### src/rtl/gate_descriptor_pkg.sv
// gate_descriptor_pkg: shared types and descriptor field positions for the gate descriptor fetch block.
// Revision: 1.0
`default_nettype none

package gate_descriptor_pkg;

  typedef enum logic [3:0] {
    GATE_CALL_286 = 4'h4,
    GATE_TASK     = 4'h5,
    GATE_INT_286  = 4'h6,
    GATE_TRAP_286 = 4'h7,
    GATE_CALL_386 = 4'hC,
    GATE_INT_386  = 4'hE,
    GATE_TRAP_386 = 4'hF
  } gate_type_e;

  typedef enum logic [2:0] {
    FAULT_NONE        = 3'd0,
    FAULT_LIMIT       = 3'd1,
    FAULT_TYPE        = 3'd2,
    FAULT_PRIV        = 3'd3,
    FAULT_NOT_PRESENT = 3'd4
  } fault_code_e;

  typedef enum logic [2:0] {
    IDLE    = 3'd0,
    READ_LO = 3'd1,
    READ_HI = 3'd2,
    CHECK   = 3'd3,
    DONE    = 3'd4
  } state_e;

  localparam int SEL_MSB  = 63;
  localparam int SEL_LSB  = 48;
  localparam int OFF_MSB  = 47;
  localparam int OFF_LSB  = 16;
  localparam int P_BIT    = 15;
  localparam int DPL_MSB  = 14;
  localparam int DPL_LSB  = 13;
  localparam int TYPE_MSB = 11;
  localparam int TYPE_LSB = 8;
  localparam int WC_MSB   = 4;
  localparam int WC_LSB   = 0;

  function automatic logic is_valid_gate_type(input logic [3:0] t);
    case (t)
      4'h4, 4'h5, 4'h6, 4'h7, 4'hC, 4'hE, 4'hF: return 1'b1;
      default:                                 return 1'b0;
    endcase
  endfunction

endpackage

`default_nettype wire

### src/rtl/gate_descriptor_check.sv
// gate_descriptor_check: combinational fault classification and target-field normalization of a gate descriptor.
// Revision: 1.0
`default_nettype none

module gate_descriptor_check
  import gate_descriptor_pkg::*;
(
  input  logic [63:0] desc,
  input  logic [1:0]  cpl,
  input  logic        check_dpl,
  input  logic        limit_fault,
  output logic        fault,
  output logic [2:0]  fault_code,
  output logic [3:0]  gate_type,
  output logic [15:0] target_selector,
  output logic [31:0] target_offset,
  output logic [4:0]  word_count,
  output logic        interrupt_disable
);

  logic [3:0]  dtype;
  logic [1:0]  dpl;
  logic        present;
  logic [31:0] raw_offset;
  fault_code_e code;
  logic        unused_bits;

  assign dtype       = desc[TYPE_MSB:TYPE_LSB];
  assign dpl         = desc[DPL_MSB:DPL_LSB];
  assign present     = desc[P_BIT];
  assign raw_offset  = desc[OFF_MSB:OFF_LSB];
  assign unused_bits = ^{desc[12], desc[7:5]};

  always_comb begin
    code = FAULT_NONE;
    if (limit_fault)
      code = FAULT_LIMIT;
    else if (!is_valid_gate_type(dtype))
      code = FAULT_TYPE;
    else if (check_dpl && (cpl > dpl))
      code = FAULT_PRIV;
    else if (!present)
      code = FAULT_NOT_PRESENT;
  end

  always_comb begin
    fault             = (code != FAULT_NONE);
    fault_code        = code;
    gate_type         = limit_fault ? 4'h0 : dtype;
    target_selector   = 16'h0;
    target_offset     = 32'h0;
    word_count        = 5'h0;
    interrupt_disable = 1'b0;
    if (code == FAULT_NONE) begin
      target_selector = desc[SEL_MSB:SEL_LSB];
      // 286 gates carry only a 16-bit offset; task gates carry none.
      case (dtype)
        GATE_CALL_286: begin
          target_offset = {16'h0, raw_offset[15:0]};
          word_count    = desc[WC_MSB:WC_LSB];
        end
        GATE_TASK: target_offset = 32'h0;
        GATE_INT_286: begin
          target_offset     = {16'h0, raw_offset[15:0]};
          interrupt_disable = 1'b1;
        end
        GATE_TRAP_286: target_offset = {16'h0, raw_offset[15:0]};
        GATE_CALL_386: begin
          target_offset = raw_offset;
          word_count    = desc[WC_MSB:WC_LSB];
        end
        GATE_INT_386: begin
          target_offset     = raw_offset;
          interrupt_disable = 1'b1;
        end
        default: target_offset = raw_offset;
      endcase
    end
  end

endmodule

`default_nettype wire

### src/rtl/gate_descriptor_fetch_control.sv
// gate_descriptor_fetch_control: fetches a 64-bit gate descriptor over a 32-bit read port and reports target or fault.
// Revision: 1.0
`default_nettype none

module gate_descriptor_fetch_control
  import gate_descriptor_pkg::*;
#(
  parameter int ADDR_WIDTH = 32
) (
  input  logic                  i_clk,
  input  logic                  i_reset_n,
  input  logic                  i_req_valid,
  output logic                  o_req_ready,
  input  logic [15:0]           i_selector,
  input  logic [ADDR_WIDTH-1:0] i_table_base,
  input  logic [15:0]           i_table_limit,
  input  logic [1:0]            i_cpl,
  input  logic                  i_check_dpl,
  input  logic                  i_flush,
  output logic                  o_mem_req,
  output logic [ADDR_WIDTH-1:0] o_mem_addr,
  input  logic                  i_mem_ack,
  input  logic [31:0]           i_mem_data,
  output logic                  o_done,
  output logic                  o_fault,
  output logic [2:0]            o_fault_code,
  output logic [3:0]            o_gate_type,
  output logic [15:0]           o_target_selector,
  output logic [31:0]           o_target_offset,
  output logic [4:0]            o_word_count,
  output logic                  o_interrupt_disable
);

  localparam logic [ADDR_WIDTH-1:0] HI_OFFSET = ADDR_WIDTH'(4);

  state_e                state, state_next;
  logic [12:0]           sel_index;
  logic [ADDR_WIDTH-1:0] table_base;
  logic [1:0]            cpl;
  logic                  check_dpl;
  logic                  limit_fault;
  logic [63:0]           desc;
  logic                  accept;
  logic                  limit_exceeded;
  logic [ADDR_WIDTH-1:0] desc_addr;
  logic                  unused_sel_bits;

  logic        chk_fault;
  logic [2:0]  chk_fault_code;
  logic [3:0]  chk_gate_type;
  logic [15:0] chk_target_selector;
  logic [31:0] chk_target_offset;
  logic [4:0]  chk_word_count;
  logic        chk_interrupt_disable;

  assign unused_sel_bits = ^i_selector[2:0];
  assign accept          = (state == IDLE) && i_req_valid && !i_flush;
  // Last byte of the 8-byte entry must lie within the inclusive limit.
  assign limit_exceeded  = {i_selector[15:3], 3'b111} > i_table_limit;
  assign desc_addr       = table_base + {{(ADDR_WIDTH-16){1'b0}}, sel_index, 3'b000};

  always_ff @(posedge i_clk or negedge i_reset_n) begin
    if (!i_reset_n)
      state <= IDLE;
    else
      state <= state_next;
  end

  always_comb begin
    state_next  = state;
    o_req_ready = 1'b0;
    o_mem_req   = 1'b0;
    o_mem_addr  = '0;
    o_done      = 1'b0;
    case (state)
      IDLE: begin
        o_req_ready = 1'b1;
        if (accept)
          state_next = limit_exceeded ? CHECK : READ_LO;
      end
      READ_LO: begin
        o_mem_req  = 1'b1;
        o_mem_addr = desc_addr;
        if (i_mem_ack)
          state_next = READ_HI;
      end
      READ_HI: begin
        o_mem_req  = 1'b1;
        o_mem_addr = desc_addr + HI_OFFSET;
        if (i_mem_ack)
          state_next = CHECK;
      end
      CHECK: state_next = DONE;
      DONE: begin
        o_done     = 1'b1;
        state_next = IDLE;
      end
      default: state_next = IDLE;
    endcase
    if (i_flush)
      state_next = IDLE;
  end

  always_ff @(posedge i_clk or negedge i_reset_n) begin
    if (!i_reset_n) begin
      sel_index   <= '0;
      table_base  <= '0;
      cpl         <= '0;
      check_dpl   <= 1'b0;
      limit_fault <= 1'b0;
      desc        <= '0;
    end else begin
      if (accept) begin
        sel_index   <= i_selector[15:3];
        table_base  <= i_table_base;
        cpl         <= i_cpl;
        check_dpl   <= i_check_dpl;
        limit_fault <= limit_exceeded;
        desc        <= '0;
      end
      if (!i_flush && i_mem_ack) begin
        if (state == READ_LO)
          desc[31:0] <= i_mem_data;
        else if (state == READ_HI)
          desc[63:32] <= i_mem_data;
      end
    end
  end

  gate_descriptor_check u_check (
    .desc              (desc),
    .cpl               (cpl),
    .check_dpl         (check_dpl),
    .limit_fault       (limit_fault),
    .fault             (chk_fault),
    .fault_code        (chk_fault_code),
    .gate_type         (chk_gate_type),
    .target_selector   (chk_target_selector),
    .target_offset     (chk_target_offset),
    .word_count        (chk_word_count),
    .interrupt_disable (chk_interrupt_disable)
  );

  // Results only move on CHECK->DONE so a flushed fetch leaves them intact.
  always_ff @(posedge i_clk or negedge i_reset_n) begin
    if (!i_reset_n) begin
      o_fault             <= 1'b0;
      o_fault_code        <= '0;
      o_gate_type         <= '0;
      o_target_selector   <= '0;
      o_target_offset     <= '0;
      o_word_count        <= '0;
      o_interrupt_disable <= 1'b0;
    end else if (state == CHECK && !i_flush) begin
      o_fault             <= chk_fault;
      o_fault_code        <= chk_fault_code;
      o_gate_type         <= chk_gate_type;
      o_target_selector   <= chk_target_selector;
      o_target_offset     <= chk_target_offset;
      o_word_count        <= chk_word_count;
      o_interrupt_disable <= chk_interrupt_disable;
    end
  end

endmodule

`default_nettype wire

### config.mk
export PLATFORM = sky130hd
export DESIGN_NAME = gate_descriptor_fetch_control
export DESIGN_NICKNAME = d
export VERILOG_FILES = /design/src/rtl/gate_descriptor_pkg.sv /design/src/rtl/gate_descriptor_check.sv /design/src/rtl/gate_descriptor_fetch_control.sv
export SDC_FILE = /design/constraint.sdc
export NUM_CORES = 1
export LEC_CHECK = 0
export BUFFER_PORTS_ARGS = -buffer_cell sky130_fd_sc_hd__buf_4
export CAP_MARGIN = 20
export CORE_MARGIN = 1.5
export CORE_UTILIZATION = 39
export CTS_CLUSTER_DIAMETER = 200
export DETAILED_ROUTE_END_ITERATION = 10
export RECOVER_POWER = 25
export SYNTH_ARGS = -nofsm -noshare
export SYNTH_HDL_FRONTEND = slang
export SYNTH_HIERARCHICAL = 1
export SYNTH_SLANG_ARGS = --single-unit
### constraint.sdc
create_clock -name i_clk -period 4.6 [get_ports i_clk]
set_input_delay 0.69 -clock i_clk [delete_from_list [all_inputs] [get_ports i_clk]]
set_output_delay 0.69 -clock i_clk [all_outputs]
set_load 0.05 [all_outputs]
* Word-level counts from Yosys, hierarchy flattened
Cells that the tools add are included.
** Word-level totals
- Flip-flop bits (word level) :: 178
- Bits of input ports :: 104
- Output and inout bits :: 97
- Word-level logic and storage cells :: 76
** Cells by class
- Add/sub/neg operators :: 2
- Magnitude comparators :: 2
- Equal/unequal tests :: 14
- Mux-type cells :: 29
- Reductions and logical operators :: 15
** Operator list (number)
- $mux 32 :: 4
- $mux 64 :: 2
- $pmux 32 s2 :: 2
- $add 32x16->32 :: 1
- $add 32x3->32 const B :: 1
- $mux 3 :: 8
- $eq 4x3->1 const B :: 4
- $gt 16x16->1 :: 1
- $mux 16 :: 1
- $eq 4x4->1 const B :: 3
- $pmux 3 s4 :: 1
- $mux 5 :: 2
- $ne 3x3->1 const B :: 3
- $mux 1 :: 7
- $reduce_or 7->1 :: 1
- $eq 3x2->1 const B :: 2
- $logic_not 3->1 :: 2
- $reduce_or 2->1 :: 3
- $logic_and 1x1->1 :: 5
- $mux 4 :: 1
- $eq 3x1->1 const B :: 1
- $eq 3x3->1 const B :: 1
- $reduce_and 3->1 :: 1
- $reduce_bool 3->1 :: 1
- other kinds (4) :: 4

* Depth between registers and ports, before layout
Gate-level depths: netlist of the first run.
- Depth in word-level cells :: 8
- Mapped depth :: 14
- Mapped depth without buffers :: 13

* Hierarchy
Netlist of the first run, hierarchy kept.
** By module, submodules not included
- gate_descriptor_fetch_control :: times used 1, cells each 845, area an instance 8887.3 µm², sequential area each 4454.3 µm²
- gate_descriptor_check :: times used 1, cells each 129, area an instance 832.0 µm², sequential area each 0.0 µm²

* Worst setup path before layout of the first run
Ideal clock, no wire load.
- Path kind :: flip-flop to output port
- Start :: reg sel_index[0]
- End :: out o_mem_addr[31]
- Arrival time :: 4.070 ns
- Setup slack :: -0.160 ns
- Stages on the path, launching flop included :: 14
- Path buffers :: 0
- Cell sequence :: dfrtp_1 ha_1 inv_1 fa_1 nand2b_1 a21oi_2 xor2_2 nand3_1 nor4_4 nand4_1 nor3_2 nand2_2 o31a_1 o32ai_1
** On the way
- Longest elaborated chain between the ends :: 3
** Ends and longest elaborated chain
- start, declared :: RTL line gate_descriptor_fetch_control.sv:37 : logic [12:0] sel_index;
- start signal, assigned :: RTL line gate_descriptor_fetch_control.sv:114 : sel_index <= i_selector[15:3];
- $add 32x16->32 * :: RTL line gate_descriptor_fetch_control.sv:60 : assign desc_addr = table_base + {{(ADDR_WIDTH-16){1'b0}}, sel_index, 3'b000};
- $add 32x3->32 :: RTL line gate_descriptor_fetch_control.sv:89 : o_mem_addr = desc_addr + HI_OFFSET;
- $pmux 32 s2 * :: RTL line gate_descriptor_fetch_control.sv:75 : case (state)
- end, declared :: RTL line gate_descriptor_fetch_control.sv:21 : output logic [ADDR_WIDTH-1:0] o_mem_addr,
Mark *: on every way between the ends. The rest lies on a longest branch, timed or not.

* Worst setup path in the final report of the first run
Same ends and word-level chain as after synthesis.

==> flow_summary.toml, run 1 <==
[run_status]
status = "complete, but fails checks"
violations = "capacitance limit, slew limit"

[timing]
rsz0062_at_grt = "yes"
max_freq_mhz = 221
slew_headroom_pct = -48.6
fin_crit_sh_pct = 98.2
slew_viol_final = 116
setup_ws_ns = 0.0818
hold_ws_ns = 0.433
setup_viol_count_final = 0
period_minus_slack_ns = 4.52
clock_skew_ns = 0.0143
worst_pin_slew_ns = 2.23
fin_tns_setup_ns = 0
hold_viol = 0

[grt]
gr-total-overflow = 0
grt_max_degree = 83
grt_first_pass_wirelength_mm = 43.0
grtUsageTotal_pct = 21.4
antenna_found_initial = 0
first_global_vias = 7906

[final_layout]
drive_gt1_share_pct = 33.4
area_growth_pct = 26.7
final_util_pct = 50.1
nets = 1281
diodes = 0

[floorplanning]
die-area_mm2 = 0.0255
ios = 201
fp-row-count = 57
dieWidth_um = 160
core_mm2 = 0.0242
initial_core_util_pct = 39.5
die_h_um = 160

[worst_hold_path]
hold_path_class = "input port to flop"
hold-path-endpoint = "table_base[18]"
min_path_cells = 3
holdCritStartpoint = "i_table_base[18]"

[clocking]
cts-root-buf = "clkbuf_16"
tritoncts = "built"
ctsHoldBuffers = 0
insertion_delay_ns = 0.44
cts-buffers-inserted = 17
cts.htree.levels = 4
cts_buffer_depth = 2
clk_pin_slew_ns = 0.09
clock-sinks = 174

[power]
leakagePower_nw = 5.76
vdd_drop_max_v = 0.000235
powerDensity_mw_per_mm2 = 499

[placed_design]
dp.final_hpwl_mm = 18.5
place_ws_ns = 0.226
portBuffers = 197
place.gp.congestion = 0.845

[flow_run]
maxCapViolations = 2

[critical_path]
cp-end-kind = "output port"
worst-r2r-setup-slack_ns = 1.76
cp_max_fo = 5
timing.rr.start = "state[1]"
cp_data_required_time_ns = 3.91
critPathArrivalTime_ns = 3.83
reg2reg_to = "desc[59]"
start_kind = "flop"
path_class = "flop to output port"
reg2reg_depth = 6

[detailed_routing]
via_per_inst = 5.32
antenna_left = 0
drc = 0
vias = 7901
drtIter0Drc = 477
wirelength_mm = 26.7
drt_pass1_iterations = 6
wl_per_cell_um = 18.0

[synth]
syn_inst = 966
synth_nets = 1100
syn_avg_cell_area_um2 = 9.92
syn_area_mm2 = 0.00958
synth_warnings = 6
[sequential cells by signal, summed over array words and instances (netlist names)]
signal / count
check_dpl: 1
cpl: 2
desc: 60
limit_fault: 1
o_fault: 1
o_fault_code: 3
o_gate_type: 4
o_interrupt_disable: 1
o_target_offset: 32
o_target_selector: 16
o_word_count: 5
sel_index: 13
state: 3
table_base: 32
[final cells by class]
class	count	area (µm²)
Fill cell	2344	12100
Multi-Input combinational cell	709	5010
Sequential cell	174	4350
Timing Repair Buffer	223	1680
Clock buffer	17	425
Tap cell	324	405
Clock inverter	15	194
Inverter	22	82.6
[per-stage QoR]
step | total power [mW] | area (µm²) | instances
final | 6.07 | 12100 | 1484
after global routing | 6.41 | 12100 | 1484
after CTS | 6.00 | 12000 | 1481
after detailed placement | 4.42 | 11300 | 1442
after global placement | 4.38 | 11300 | 1442
after floorplan | 3.79 | 9600 | 966
[critical path, cell delays in order, from the launching register on]
cell       delay [ns]
dfrtp_1          0.36
ha_2             0.19
inv_2            0.04
fa_2             0.35
nand2b_4         0.18
a21o_4           0.23
o2bb2ai_4        0.16
xor2_4           0.17
nor4_4           0.35
nand4_1          0.24
nor3_4           0.31
nand2_2          0.13
o31a_1           0.27
o32ai_2          0.22
buf_6            0.20
[where the power goes]
group	internal, mW	switching [mW]	leakage, nW	total, mW
Clock	0.754	0.762	0.301	1.52
Combinational	0.922	1.64	3.14	2.57
Sequential	1.77	0.214	2.32	1.98
[how the worst max path moves through the flow]
stage | start | slack (ns) | depth (start not counted) | end
3_3_place_gp | sel_index[0] | 0.24 | 14 | o_mem_addr[31]
6_report | sel_index[0] | 0.08 | 14 | o_mem_addr[31]
3_5_place_dp | sel_index[0] | 0.23 | 13 | o_mem_addr[23]
5_1_grt | sel_index[0] | -0.07 | 15 | o_mem_addr[27]
2_1_floorplan | sel_index[0] | 0.06 | 13 | o_mem_addr[19]
4_1_cts | sel_index[0] | -0.005 | 15 | o_mem_addr[26]
[placed cells by master (no fill, tap or decap), types with 7 or more instances in the layout]
cell type,instances
buf_4,216
nand2_1,203
dfrtp_1,174
mux2_2,62
a22o_1,61
nor3_1,43
o21ai_0,29
nor2_1,26
ha_1,23
inv_1,21
xnor2_1,21
nand4_1,19
xor2_1,19
a21oi_1,18
nand3_1,17
clkbuf_16,17
nor3b_2,13
o22ai_1,13
o21a_1,11
a21o_1,9
nor3b_1,7
[metal layers]
metal / vias to the layer above / global-route usage [%] / part of all wire [%]
met5: - / 0 / 0
met4: 0 / 6.35 / 2.2
met3: 30 / 5.14 / 5.5
met2: 209 / 34.3 / 47
met1: 3868 / 28.7 / 46
li1: 3794 / - / -
[what timing repair did]
item / 4_1_cts / 5_1_grt
resized for setup: 12 / 25
pin swaps: 6 / 14
cloned: 0 / 0
setup buffers: 7 / 3
setup endpoints to repair: 11 / 15
hold endpoints to repair: 0 / 0
No activity file was read; power rests on OpenSTA's default activity.
==> inputs of run 2 (changes only) <==
==> constraint.sdc (replaced) <==
create_clock -name i_clk -period 5.1 [get_ports i_clk]
set_input_delay 0.765 -clock i_clk [delete_from_list [all_inputs] [get_ports i_clk]]
set_output_delay 0.765 -clock i_clk [all_outputs]
set_load 0.05 [all_outputs]
==> flow_summary.toml, run 2 (synthesized netlist as in run 1, its figures left out) <==
[floorplanning]
core_mm2 = 0.0242
fp-row-count = 57
dieWidth_um = 160
ios = 201
initial_core_util_pct = 39.5
die_h_um = 160
die-area_mm2 = 0.0255

[final_layout]
largest_reg_flops = 60
seqCellArea_mm2 = 0.00435
multi_input_area_mm2 = 0.00484
nets = 1275
fill_cells = 2331
drive_gt1_share_pct = 30.7
final_cell_mix = "buf_4 (214), nand2_1 (203), dfrtp_1 (174), mux2_2 (62), a22o_1 (61)"
reg.largest.list = "desc (60), o_target_offset (32), table_base (32)"
largest_register = "desc"
final_common_cell = "buf_4"
area_growth_pct = 24.5

[placed_design]
dp.final_hpwl_mm = 18.3
portBuffers = 197
place.gp.congestion = 0.826
place_ws_ns = 0.599

[power]
leakagePower_nw = 5.70
vdd_drop_max_v = 0.000232
power_mw = 5.31
powerDensity_mw_per_mm2 = 445

[critical_path]
timing.rr.start = "state[1]"
reg2reg_to = "desc[38]"
cp_max_fo = 5
reg2reg_depth = 6
slowest_delay_ns = 0.59
path_class = "flop to output port"
cp-end-kind = "output port"
crit_chain = "ha_1 -> inv_1 -> fa_1 -> nand2b_1 -> a21oi_1 -> or3_1 -> nand3_1 -> or4_4 -> nor4_4 -> buf_4 -> nand3_1 -> xnor2_1 -> o22ai_1 -> buf_4"
worst-r2r-setup-slack_ns = 2.30
worst_path_max_delay_cell = "or4_4"
critPathArrivalTime_ns = 4.11
cp_data_required_time_ns = 4.34
start_kind = "flop"

[timing]
hold_viol = 0
fin_tns_setup_ns = 0
max_freq_mhz = 205
slew_headroom_pct = -58.7
rsz0062_at_grt = "no"
slew_viol_final = 132
worst_pin_slew_ns = 2.38
clock_skew_ns = 0.0149
period_minus_slack_ns = 4.88
fin_crit_sh_pct = 95.6
setup_viol_count_final = 0
setup_ws_ns = 0.225

[run_status]
status = "complete, but fails checks"
violations = "capacitance limit, slew limit"

[grt]
met3_usage_pct = 4.96
busiest_layer = "met2"
gr-usage-met1_pct = 28.2
grt_max_degree = 95
grtUsageTotal_pct = 21.1
grt_first_pass_wirelength_mm = 42.9
gr-usage-met2_pct = 34.2
first_global_vias = 7832
antenna_found_initial = 1
gr-total-overflow = 0

[detailed_routing]
antenna_left = 0
via_per_inst = 5.32
drtIter0Drc = 468
wirelength_mm = 26.2
vias = 7872
drc = 0
drt_pass1_iterations = 5
wl_per_cell_um = 17.7

[clocking]
clk_pin_slew_ns = 0.07
clock-sinks = 174
insertion_delay_ns = 0.44
cts-root-buf = "clkbuf_16"
cts-buffers-inserted = 17
cts.htree.levels = 4
tritoncts = "built"
cts_buffer_depth = 2

[worst_hold_path]
hold_path_class = "flop to flop"
min_path_cells = 2
hold-path-endpoint = "table_base[1]"
holdCritStartpoint = "table_base[1]"

[flow_run]
maxCapViolations = 2
## run 2: cell types whose count changed in the layout (fill, tap and decap cells not counted), moves of 3 or more
cell / change
buf_6: -4
ha_2: -6
nand3_1: +3
ha_1: +6
## run 2: where the power goes
part / total, mW / leakage [nW] / switching (mW) / internal (mW)
registers: 1.79 / 2.32 / 0.190 / 1.60
logic: 2.17 / 3.07 / 1.42 / 0.746
clock network: 1.35 / 0.303 / 0.674 / 0.680
## run 2: stage by stage
step | instance area [µm²] | cells | hold WS (ns) | util, %
2_1_floorplan | 9580 | 966 | 0.437 | -
6_report | 11900 | 1479 | 0.475 | 49.2
3_5_place_dp | 11300 | 1440 | 0.459 | 46.4
3_3_place_gp | 11300 | 1439 | 0.450 | 46.4
4_1_cts | 11900 | 1472 | 0.444 | 49.0
5_1_grt | 11900 | 1479 | 0.497 | 49.2
## run 2: per-layer routing
layer  vias up  share of wire [%]
met4         0                1.6
met5         -                  0
met3        26                5.9
met2       203                 47
li1       3784                  -
met1      3859                 45
## run 2: critical path: cells and delay by family (launching register included)
kind                       cells  cell delay [ns]
AOI/OAI and AO/OA              2             0.47
xor gates and xnor gates       1             0.15
adders and majority gates      2             0.57
buffers and inverters          3             0.50
DFF                            1             0.36
and+or+nand+nor                6             1.63
## run 2: worst max path at each step
stage | start | end | slack [ns] | cells after the start
finish | sel_index[0] | o_mem_addr[28] | 0.22 | 14
global placement | table_base[3] | o_mem_addr[31] | 0.62 | 14
detailed placement | sel_index[0] | o_mem_addr[25] | 0.60 | 14
floorplan | sel_index[0] | o_mem_addr[31] | 0.27 | 13
CTS | sel_index[0] | o_mem_addr[25] | 0.13 | 14
global route | sel_index[0] | o_mem_addr[28] | 0.002 | 14
## run 2: repair_timing
action / 4_1_cts / 5_1_grt
hold endpoints to repair: 0 / 0
resized for setup: 0 / 2
endpoints found under the setup margin: 0 / 6
setup buffers: 0 / 6
hold buffers: 0 / 0
## run 2: layout make-up
type | count | area share (%)
antenna | 1 | 0.0210
sequential | 174 | 36.5
clock inverter | 15 | 1.71
timing repair buffer | 217 | 13.6
multi-input combinational | 709 | 40.6
tap | 324 | 3.40
inverter | 22 | 0.692
clock buffer | 17 | 3.56
